$ cat config.mk
export PLATFORM = sky130hd
export DESIGN_NAME = watch_cmd_arbiter_flat
export DESIGN_NICKNAME = d
export VERILOG_FILES = /design/src/rtl/watch_cmd_arbiter_if.sv /design/src/rtl/watch_cmd_arbiter.sv /design/src/flat_wrapper.sv
export SDC_FILE = /design/constraint.sdc
export NUM_CORES = 1
export LEC_CHECK = 0
export CAP_MARGIN = 10
export CORE_MARGIN = 2
export CORE_UTILIZATION = 35
export CTS_CLUSTER_DIAMETER = 30
export CTS_CLUSTER_SIZE = 16
export DETAILED_ROUTE_END_ITERATION = 12
export PLACE_DENSITY = 0.66
export SETUP_SLACK_MARGIN = 0.2
export SYNTH_ARGS = -nofsm -noshare
export SYNTH_HDL_FRONTEND = slang
export SYNTH_SLANG_ARGS = --single-unit
$ cat constraint.sdc
create_clock -name clk -period 8.3 [get_ports clk]
set_clock_uncertainty 0.15 [all_clocks]
set_input_delay 1.66 -clock clk [delete_from_list [all_inputs] [get_ports clk]]
set_output_delay 1.66 -clock clk [all_outputs]
set_load 0.02 [all_outputs]
$ cat src/rtl/watch_cmd_arbiter_if.sv
// Command-path bundle between the button/UART front end and the watch command arbiter.
// The arbiter connects through the slave modport; the requesting side uses master.
interface watch_cmd_arbiter_if;
    logic [3:0] btn_cmd;
    logic       rx_valid;
    logic [7:0] rx_data;
    logic       mode_sw;
    logic       o_clear;
    logic       o_runstop;
    logic       o_up;
    logic       o_down;
    logic       o_busy;
    logic       o_fifo_full;
    logic       o_drop;

    modport master (
        output btn_cmd, rx_valid, rx_data, mode_sw,
        input  o_clear, o_runstop, o_up, o_down, o_busy, o_fifo_full, o_drop
    );

    modport slave (
        input  btn_cmd, rx_valid, rx_data, mode_sw,
        output o_clear, o_runstop, o_up, o_down, o_busy, o_fifo_full, o_drop
    );
endinterface

$ cat src/rtl/watch_cmd_arbiter.sv
// Round-robin arbiter sharing the watch/stopwatch command path between front-panel buttons
// and UART command bytes, with a minimum pulse spacing and display-mode routing.
module watch_cmd_arbiter #(
    parameter int GAP_CYCLES = 4,
    parameter int FIFO_DEPTH = 4
) (
    input  logic               clk,
    input  logic               reset,
    watch_cmd_arbiter_if.slave bus
);
    localparam int AW = $clog2(FIFO_DEPTH);
    localparam int GW = (GAP_CYCLES > 2) ? $clog2(GAP_CYCLES) : 1;
    localparam logic [AW:0] FULL_COUNT = (AW + 1)'(FIFO_DEPTH);
    localparam logic [GW-1:0] GAP_LOAD = GW'(GAP_CYCLES - 2);

    localparam logic SRC_BTN  = 1'b0;
    localparam logic SRC_UART = 1'b1;

    localparam logic [1:0] CMD_CLEAR   = 2'd0;
    localparam logic [1:0] CMD_RUNSTOP = 2'd1;
    localparam logic [1:0] CMD_UP      = 2'd2;
    localparam logic [1:0] CMD_DOWN    = 2'd3;

    typedef enum logic [1:0] {IDLE, ISSUE, GAP} state_t;

    state_t        state_q, state_d;
    logic [GW-1:0] gap_cnt_q, gap_cnt_d;
    logic [1:0]    fifo_q [FIFO_DEPTH];
    logic [1:0]    fifo_d [FIFO_DEPTH];
    logic [AW-1:0] rd_ptr_q, rd_ptr_d;
    logic [AW-1:0] wr_ptr_q, wr_ptr_d;
    logic [AW:0]   count_q, count_d;
    logic          slot_valid_q, slot_valid_d;
    logic [1:0]    slot_cmd_q, slot_cmd_d;
    logic          last_grant_q, last_grant_d;
    logic [3:0]    pulse_q, pulse_d;
    logic          drop_q, drop_d;

    logic          rx_hit;
    logic [1:0]    rx_cmd;
    logic          btn_any;
    logic          btn_multi;
    logic [1:0]    btn_sel;
    logic          grant_window;
    logic          grant;
    logic          pick_btn;
    logic [1:0]    grant_cmd;
    logic          mode_ok;
    logic          push;
    logic          pop;

    always_comb begin
        rx_hit = 1'b0;
        rx_cmd = CMD_CLEAR;
        if (bus.rx_valid) begin
            case (bus.rx_data)
                8'h43, 8'h63: begin rx_hit = 1'b1; rx_cmd = CMD_CLEAR;   end
                8'h52, 8'h72: begin rx_hit = 1'b1; rx_cmd = CMD_RUNSTOP; end
                8'h55, 8'h75: begin rx_hit = 1'b1; rx_cmd = CMD_UP;      end
                8'h44, 8'h64: begin rx_hit = 1'b1; rx_cmd = CMD_DOWN;    end
                default:      rx_hit = 1'b0;
            endcase
        end
    end

    assign btn_any   = |bus.btn_cmd;
    assign btn_multi = (bus.btn_cmd & (bus.btn_cmd - 4'd1)) != 4'd0;

    always_comb begin
        if (bus.btn_cmd[0])      btn_sel = CMD_CLEAR;
        else if (bus.btn_cmd[1]) btn_sel = CMD_RUNSTOP;
        else if (bus.btn_cmd[2]) btn_sel = CMD_UP;
        else                     btn_sel = CMD_DOWN;
    end

    // Buttons win a tie only when the UART held the previous grant.
    always_comb begin
        grant_window = (state_q == IDLE) || ((state_q == GAP) && (gap_cnt_q == '0));
        pick_btn     = slot_valid_q && ((count_q == '0) || (last_grant_q == SRC_UART));
        grant        = grant_window && (slot_valid_q || (count_q != '0));
        grant_cmd    = pick_btn ? slot_cmd_q : fifo_q[rd_ptr_q];
        mode_ok      = (grant_cmd[1] != bus.mode_sw);
    end

    always_comb begin
        state_d      = state_q;
        gap_cnt_d    = gap_cnt_q;
        fifo_d       = fifo_q;
        rd_ptr_d     = rd_ptr_q;
        wr_ptr_d     = wr_ptr_q;
        count_d      = count_q;
        slot_valid_d = slot_valid_q;
        slot_cmd_d   = slot_cmd_q;
        last_grant_d = last_grant_q;
        pulse_d      = '0;
        drop_d       = 1'b0;
        push         = 1'b0;
        pop          = 1'b0;

        // A mode mismatch still consumes the request, it just reports a drop instead of a pulse.
        if (grant) begin
            last_grant_d = pick_btn ? SRC_BTN : SRC_UART;
            if (pick_btn) begin
                slot_valid_d = 1'b0;
            end else begin
                pop      = 1'b1;
                rd_ptr_d = rd_ptr_q + 1'b1;
            end
            if (mode_ok) pulse_d[grant_cmd] = 1'b1;
            else         drop_d = 1'b1;
        end

        if (rx_hit) begin
            if ((count_q != FULL_COUNT) || pop) begin
                push             = 1'b1;
                fifo_d[wr_ptr_q] = rx_cmd;
                wr_ptr_d         = wr_ptr_q + 1'b1;
            end else begin
                drop_d = 1'b1;
            end
        end

        case ({push, pop})
            2'b10:   count_d = count_q + 1'b1;
            2'b01:   count_d = count_q - 1'b1;
            default: count_d = count_q;
        endcase

        if (btn_any) begin
            if (!slot_valid_q || (grant && pick_btn)) begin
                slot_valid_d = 1'b1;
                slot_cmd_d   = btn_sel;
            end else begin
                drop_d = 1'b1;
            end
            if (btn_multi) drop_d = 1'b1;
        end

        case (state_q)
            IDLE: begin
                if (grant && mode_ok) state_d = ISSUE;
            end
            ISSUE: begin
                state_d   = GAP;
                gap_cnt_d = GAP_LOAD;
            end
            GAP: begin
                if (gap_cnt_q != '0)       gap_cnt_d = gap_cnt_q - 1'b1;
                else if (grant && mode_ok) state_d = ISSUE;
                else                       state_d = IDLE;
            end
            default: state_d = IDLE;
        endcase
    end

    always_ff @(posedge clk or negedge reset) begin
        if (!reset) begin
            state_q      <= IDLE;
            gap_cnt_q    <= '0;
            for (int i = 0; i < FIFO_DEPTH; i++) fifo_q[i] <= CMD_CLEAR;
            rd_ptr_q     <= '0;
            wr_ptr_q     <= '0;
            count_q      <= '0;
            slot_valid_q <= 1'b0;
            slot_cmd_q   <= CMD_CLEAR;
            last_grant_q <= SRC_UART;
            pulse_q      <= '0;
            drop_q       <= 1'b0;
        end else begin
            state_q      <= state_d;
            gap_cnt_q    <= gap_cnt_d;
            fifo_q       <= fifo_d;
            rd_ptr_q     <= rd_ptr_d;
            wr_ptr_q     <= wr_ptr_d;
            count_q      <= count_d;
            slot_valid_q <= slot_valid_d;
            slot_cmd_q   <= slot_cmd_d;
            last_grant_q <= last_grant_d;
            pulse_q      <= pulse_d;
            drop_q       <= drop_d;
        end
    end

    assign bus.o_clear     = pulse_q[CMD_CLEAR];
    assign bus.o_runstop   = pulse_q[CMD_RUNSTOP];
    assign bus.o_up        = pulse_q[CMD_UP];
    assign bus.o_down      = pulse_q[CMD_DOWN];
    assign bus.o_busy      = (state_q != IDLE);
    assign bus.o_fifo_full = (count_q == FULL_COUNT);
    assign bus.o_drop      = drop_q;
endmodule

$ cat src/flat_wrapper.sv
// flat-port wrapper written by rule: the top's interface ports become plain ports
module watch_cmd_arbiter_flat 
#(
    parameter int GAP_CYCLES = 4,
    parameter int FIFO_DEPTH = 4
)
  (clk, reset, bus_btn_cmd, bus_rx_valid, bus_rx_data, bus_mode_sw, bus_o_clear, bus_o_runstop, bus_o_up, bus_o_down, bus_o_busy, bus_o_fifo_full, bus_o_drop);
  watch_cmd_arbiter_if bus_i ();
  input  logic clk;
  input  logic reset;
  input wire logic [$bits(bus_i.btn_cmd)-1:0] bus_btn_cmd;
  input wire logic [$bits(bus_i.rx_valid)-1:0] bus_rx_valid;
  input wire logic [$bits(bus_i.rx_data)-1:0] bus_rx_data;
  input wire logic [$bits(bus_i.mode_sw)-1:0] bus_mode_sw;
  output wire logic [$bits(bus_i.o_clear)-1:0] bus_o_clear;
  output wire logic [$bits(bus_i.o_runstop)-1:0] bus_o_runstop;
  output wire logic [$bits(bus_i.o_up)-1:0] bus_o_up;
  output wire logic [$bits(bus_i.o_down)-1:0] bus_o_down;
  output wire logic [$bits(bus_i.o_busy)-1:0] bus_o_busy;
  output wire logic [$bits(bus_i.o_fifo_full)-1:0] bus_o_fifo_full;
  output wire logic [$bits(bus_i.o_drop)-1:0] bus_o_drop;
  assign bus_i.btn_cmd = bus_btn_cmd;
  assign bus_i.rx_valid = bus_rx_valid;
  assign bus_i.rx_data = bus_rx_data;
  assign bus_i.mode_sw = bus_mode_sw;
  assign bus_o_clear = bus_i.o_clear;
  assign bus_o_runstop = bus_i.o_runstop;
  assign bus_o_up = bus_i.o_up;
  assign bus_o_down = bus_i.o_down;
  assign bus_o_busy = bus_i.o_busy;
  assign bus_o_fifo_full = bus_i.o_fifo_full;
  assign bus_o_drop = bus_i.o_drop;
  watch_cmd_arbiter #(.GAP_CYCLES(GAP_CYCLES), .FIFO_DEPTH(FIFO_DEPTH)) u_core (.clk(clk), .reset(reset), .bus(bus_i));
endmodule
Yosys cells after proc, flatten, opt, wreduce, memory -nomap -nowiden
Index checks and enable logic that the tools add are counted.
{ "op_classes": {"addsub": 6, "magnitude_cmp": 5, "eq_ne": 18, "mux": 40, "n_bitwise": 4, "n_reduce_logical": 32} }
{ "op_table": {"columns": ["cell", "n"], "rows": [
  ["== test 8 x 7 -> 1 bit, second input constant", 8],
  ["2-to-1 mux 1 bit", 20],
  ["2-to-1 mux 2 bit", 10],
  ["one-hot mux 2 bit (3 select lines)", 2],
  ["AND reduction 2 bit", 5],
  ["bitwise mux 8 bit", 1],
  ["2-to-1 mux 4 bit", 2],
  ["nonzero test 2 bit", 4],
  ["OR reduction 8 bit", 1],
  ["logical AND 1 bit", 7],
  ["greater-or-equal comparator 3 bit, second input constant", 2],
  ["inequality test 2 bit, second input constant", 3],
  ["NOT 2 -> 3 bit", 2],
  ["one-hot mux 3 bit (2 select lines)", 1],
  ["OR reduction 2 bit", 3],
  ["logical OR 1 bit", 5],
  ["adder 2 x 1 -> 2 bit, second input constant", 2],
  ["bitwise AND 4 bit", 1],
  ["binary-select mux 2 bit (select 2 bit)", 1],
  ["demux 2 bit (select 2 bit)", 1],
  ["== test 2 x 1 -> 1 bit, second input constant", 2],
  ["== test 2 bit, second input constant", 2],
  ["zero test 2 bit", 2],
  ["one-hot mux 2 bit (2 select lines)", 1],
  ["other kinds (17)", 17]
]} }
{ "totals": {"ff_bits": 28, "output_inout_bits": 7, "wordCells": 119} }

Logic depth before layout (Yosys ltp)
{ "depth": {"ltp_word": 13, "depth_mapped": 13, "depth_no_buf": 13} }

Worst setup path after synthesis
No wires, ideal clock.
{ "synth_path": {"kind": "input to register", "from": "input port bus_rx_data[0]", "to": "register u_core.count_q[2]", "arrival_time_ns": 3.337, "path_slack_ns": 4.734, "path_stages": 11, "n_path_buf": 0, "cell_sequence": "xor2_1 -> mux2i_1 -> nand2_1 -> nor2_1 -> inv_1 -> ha_1 -> inv_1 -> fa_1 -> xor2_1 -> nor2_1 -> xor2_1"} }
{ "synth_between": {"elab_chain_len": 7} }
{ "synth_lines": {"columns": ["item", "line", "source"], "rows": [
  ["start: declaration", "flat_wrapper.sv:13", "input wire logic [$bits(bus_i.rx_data)-1:0] bus_rx_data;"],
  ["== test 8 x 7 -> 1 bit", "watch_cmd_arbiter.sv:56", "case (bus.rx_data)"],
  ["OR reduction 8 bit (no source line) *", null, null],
  ["2-to-1 mux 1 bit *", "watch_cmd_arbiter.sv:56", null],
  ["2-to-1 mux 1 bit *", "watch_cmd_arbiter.sv:55", "if (bus.rx_valid) begin"],
  ["2-to-1 mux 1 bit *", "watch_cmd_arbiter.sv:113", "if (rx_hit) begin"],
  ["== test 2 x 1 -> 1 bit / == test 2 bit (equally long branches)", "watch_cmd_arbiter.sv:123", "case ({push, pop})"],
  ["one-hot mux 3 bit (2 select lines) / nonzero test 2 bit (equally long branches)", null, null],
  ["end signal: assignment", "watch_cmd_arbiter.sv:175", "count_q <= count_d;"],
  ["end: declaration", "watch_cmd_arbiter.sv:32", "logic [AW:0] count_q, count_d;"]
]} }
Every way passes the cells marked *; elsewhere a longest branch is shown, timed or not.
A chain may end at the register's enable or synchronous reset.

Worst setup path in the final report
{ "layout_path": {"from": "input port bus_rx_data[4]", "to": "register u_core.count_q[2]"} }
Same word-level chain as after synthesis.

==> results.json <==
{
  "fin_nets": 177,
  "synth_area_mm2": 0.00153,
  "rows": 24,
  "intPower_w": 0.000378,
  "synth_top_family_by_area": "simple AND/OR/NAND/NOR gates",
  "hpwl_mm": 2.24,
  "drive_gt1_frac": 0.163,
  "cts_hold_buf": 0,
  "worst_hold_path.num_cells": 1,
  "synth-compound-area-share": 0.0811,
  "holdWs_ns": 0.352,
  "seq_area_frac_synth": 0.460,
  "routed_wl_mm": 2.81,
  "async_flop_share": 1.00,
  "vias": 1021,
  "hold_viol_final": 0,
  "core-area_mm2": 0.00426,
  "synth_flop_cell": "dfrtp_1",
  "area_growth_pct": 22.6,
  "pre_cts_slack_ns": 3.97,
  "hp-start": "u_core.fifo_q[4]",
  "grt_max_degree": 29,
  "cts_made_buffers": 3,
  "num_io_pins": 23,
  "hold_path_class": "flop to flop",
  "crit_arrival_ns": 4.09,
  "critPathLaunchType": "primary input",
  "reg2reg_depth": 11,
  "clk_path_buf_depth": 2,
  "portBuffers": 21,
  "fin_crit_sh": 0.486,
  "drt_pass1_iterations": 4,
  "crit_path_frequent_cell": "xor2_1",
  "layoutNonFillerInstCount": 205,
  "critical_path_class": "primary input to flop",
  "root_buffer": "clkbuf_8",
  "place_inst": 201,
  "timing.final.crit_period_ns": 4.04,
  "power_density_mw_per_mm2": 321,
  "tns_ns": 0,
  "clkPwrFrac": 0.179,
  "yosys_warnings": 0,
  "ir_worst_vdd_mv": 0.0919,
  "clk_pin_slew_ns": 0.10,
  "ff2ff_setup_slack_ns": 5.33,
  "ant_nets": 0,
  "muxShareOfSynthArea": 0.152,
  "yosysUniqueCellTypes": 42,
  "max_stage_delay_ns": 0.51,
  "drc": 0,
  "power_w": 0.000601,
  "path_cells": "clkdlybuf4s50_1, xor2_1, mux2i_1, nand2_1, nor2_1, inv_1, ha_1, inv_1, fa_1, xor2_1, nor2_1, xor2_1",
  "grt_usage": 0.120,
  "grt_pass1_vias": 1078,
  "cts_tree": "done",
  "cp_max_fo": 6,
  "pwr-share-seq": 0.372,
  "pwr-share-comb": 0.449,
  "grt_overflow": 0,
  "r2r_start": "u_core.gap_cnt_q[0]",
  "whs_endpoint": "u_core.fifo_q[4]",
  "start_util": 0.358,
  "status": "complete, no violations",
  "clkLatencyLatePin_ns": 0.27,
  "die_area_mm2": 0.00491,
  "grt_pass1_wl_mm": 4.71,
  "slew_headroom": 0.554,
  "fin_ws_ns": 4.26,
  "fmax_ghz": 0.248,
  "chipWidth_um": 70.0,
  "gp_congestion": 0.863,
  "synth_xor_area_frac": 0.0459,
  "antenna_cells": 0,
  "synth_edf_count": 0,
  "wl_per_cell_um": 13.7,
  "setup_viol": 0,
  "synth-simple-area-share": 0.165,
  "critPathCaptureType": "flop",
  "htreeDepth": 1,
  "yosys.area_share.adder": 0.0689,
  "syn_nets": 152,
  "first_iter_violations": 25,
  "power.switching_w": 0.000223,
  "swShare": 0.371,
  "worst_pin_slew_ns": 0.662,
  "rsz0062_at_grt": "false",
  "clock_sinks": 28,
  "antenna_found_initial": 0,
  "worst_path_max_delay_cell": "clkdlybuf4s50_1",
  "synth.avg_cell_area_um2": 11.8,
  "cts_setup_buffers": 0,
  "fp.dieH_um": 70.0,
  "ctsResizeCount": 0,
  "synth_cells": 129,
  "crit_required_ns": 8.35,
  "r2r-end": "u_core.count_q[2]",
  "ys_ff_latch": 28,
  "maxCapViolations": 0,
  "slew_violations": 0,
  "avgViaCountPerCell": 4.98,
  "p_leak_nw": 0.820
}
[power by group through the flow]
stage,Combinational (W),Clock (W),Sequential (W)
after floorplan,0.000202,0,0.000221
after global placement,0.000257,0,0.000222
after detailed placement,0.000271,0,0.000227
after CTS,0.000274,0.000110,0.000224
after global routing,0.000298,0.000116,0.000230
final,0.000270,0.000107,0.000224
[through the flow]
step	utilization	area, µm²
after global placement	0.422	1800
after global routing	0.439	1870
after detailed placement	0.422	1800
final	0.439	1870
after floorplan	-	1530
after CTS	0.439	1870
[state kept, by name, summed over array words and instances, names as in the netlist]
signal / flops
u_core.pulse_q: 4
u_core.fifo_q: 8
u_core.rd_ptr_q: 2
u_core.state_q: 2
u_core.gap_cnt_q: 2
u_core.slot_cmd_q: 2
u_core.bus.o_drop: 1
u_core.count_q: 3
u_core.last_grant_q: 1
u_core.wr_ptr_q: 2
u_core.slot_valid_q: 1
[Yosys cell counts (2+ instances only)]
cell | number | share of area
dfrtp_1 | 27 | 0.44
and2_1 | 2 | 0.0082
a21o_1 | 2 | 0.0098
a21oi_1 | 2 | 0.0066
nand2_1 | 7 | 0.017
ha_1 | 6 | 0.049
or2_2 | 2 | 0.0082
nor4_1 | 4 | 0.016
mux4_2 | 2 | 0.030
o21ai_0 | 4 | 0.013
mux2i_1 | 4 | 0.026
or3_1 | 2 | 0.0082
mux2_1 | 5 | 0.037
xnor2_1 | 4 | 0.023
xor2_1 | 4 | 0.023
inv_1 | 9 | 0.022
mux2_2 | 6 | 0.044
nand2b_1 | 2 | 0.0082
nor2_1 | 9 | 0.022
nor3b_2 | 4 | 0.033
[how the worst max path moves through the flow]
stage | start | end | slack (ns) | cells after the start
2_1_floorplan | bus_rx_data[0] | u_core.count_q[2] | 4.73 | 11
3_3_place_gp | bus_rx_data[4] | u_core.count_q[2] | 4.08 | 12
3_5_place_dp | bus_rx_data[4] | u_core.count_q[2] | 3.97 | 12
4_1_cts | bus_rx_data[4] | u_core.count_q[2] | 4.27 | 12
5_1_grt | bus_rx_data[4] | u_core.count_q[2] | 4.11 | 12
6_report | bus_rx_data[4] | u_core.count_q[2] | 4.26 | 12
[cells in the final DEF (no fill, tap or decap), types with 2 or more instances in the layout]
cell type	Yosys	routed
xnor2_1	4	4
nand2b_1	2	2
inv_1	9	9
nor4_1	4	4
dfrtp_1	27	27
a21oi_1	2	2
or2_2	2	2
clkdlybuf4s50_1	0	21
a21o_1	2	2
mux2i_1	4	4
clkbuf_8	0	3
or3_1	2	2
mux4_2	2	2
nand2_1	7	7
mux2_2	6	6
o21ai_0	4	4
ha_1	6	6
mux2_1	5	5
nor2_1	9	9
xor2_1	4	4
and2_1	2	2
nor3b_2	4	4
[per-layer routing]
metal,GRT usage,share of wire
met5,0,0
met4,0.0556,0.020
met3,0.0173,0.029
met2,0.226,0.55
met1,0.130,0.40
[area by class of cell]
class | instances | area [µm²]
multi-input combinational | 90 | 782
sequential | 28 | 702
inverter | 9 | 33.8
fill | 383 | 2390
clock buffer | 3 | 41.3
timing repair buffer | 22 | 218
tap | 52 | 65.1
clock inverter | 1 | 30.0
[kinds of logic (layout without fill, tap and decap cells)]
kind of cell / Yosys count / after routing
buf+inv: 11 / 35
fa+ha+maj: 8 / 8
mux: 18 / 18
compound gates: 15 / 15
xor+xnor: 8 / 8
flops: 28 / 28
simple gates: 41 / 41
[worst max-delay path: cells and delay by family]
family        cells  cell delay (ns)
buf+inv           3             0.66
fa+ha+maj         2             0.60
xor+xnor          3             0.54
simple gates      3             0.53
mux               1             0.11
No activity file was read; power rests on OpenSTA's default activity.
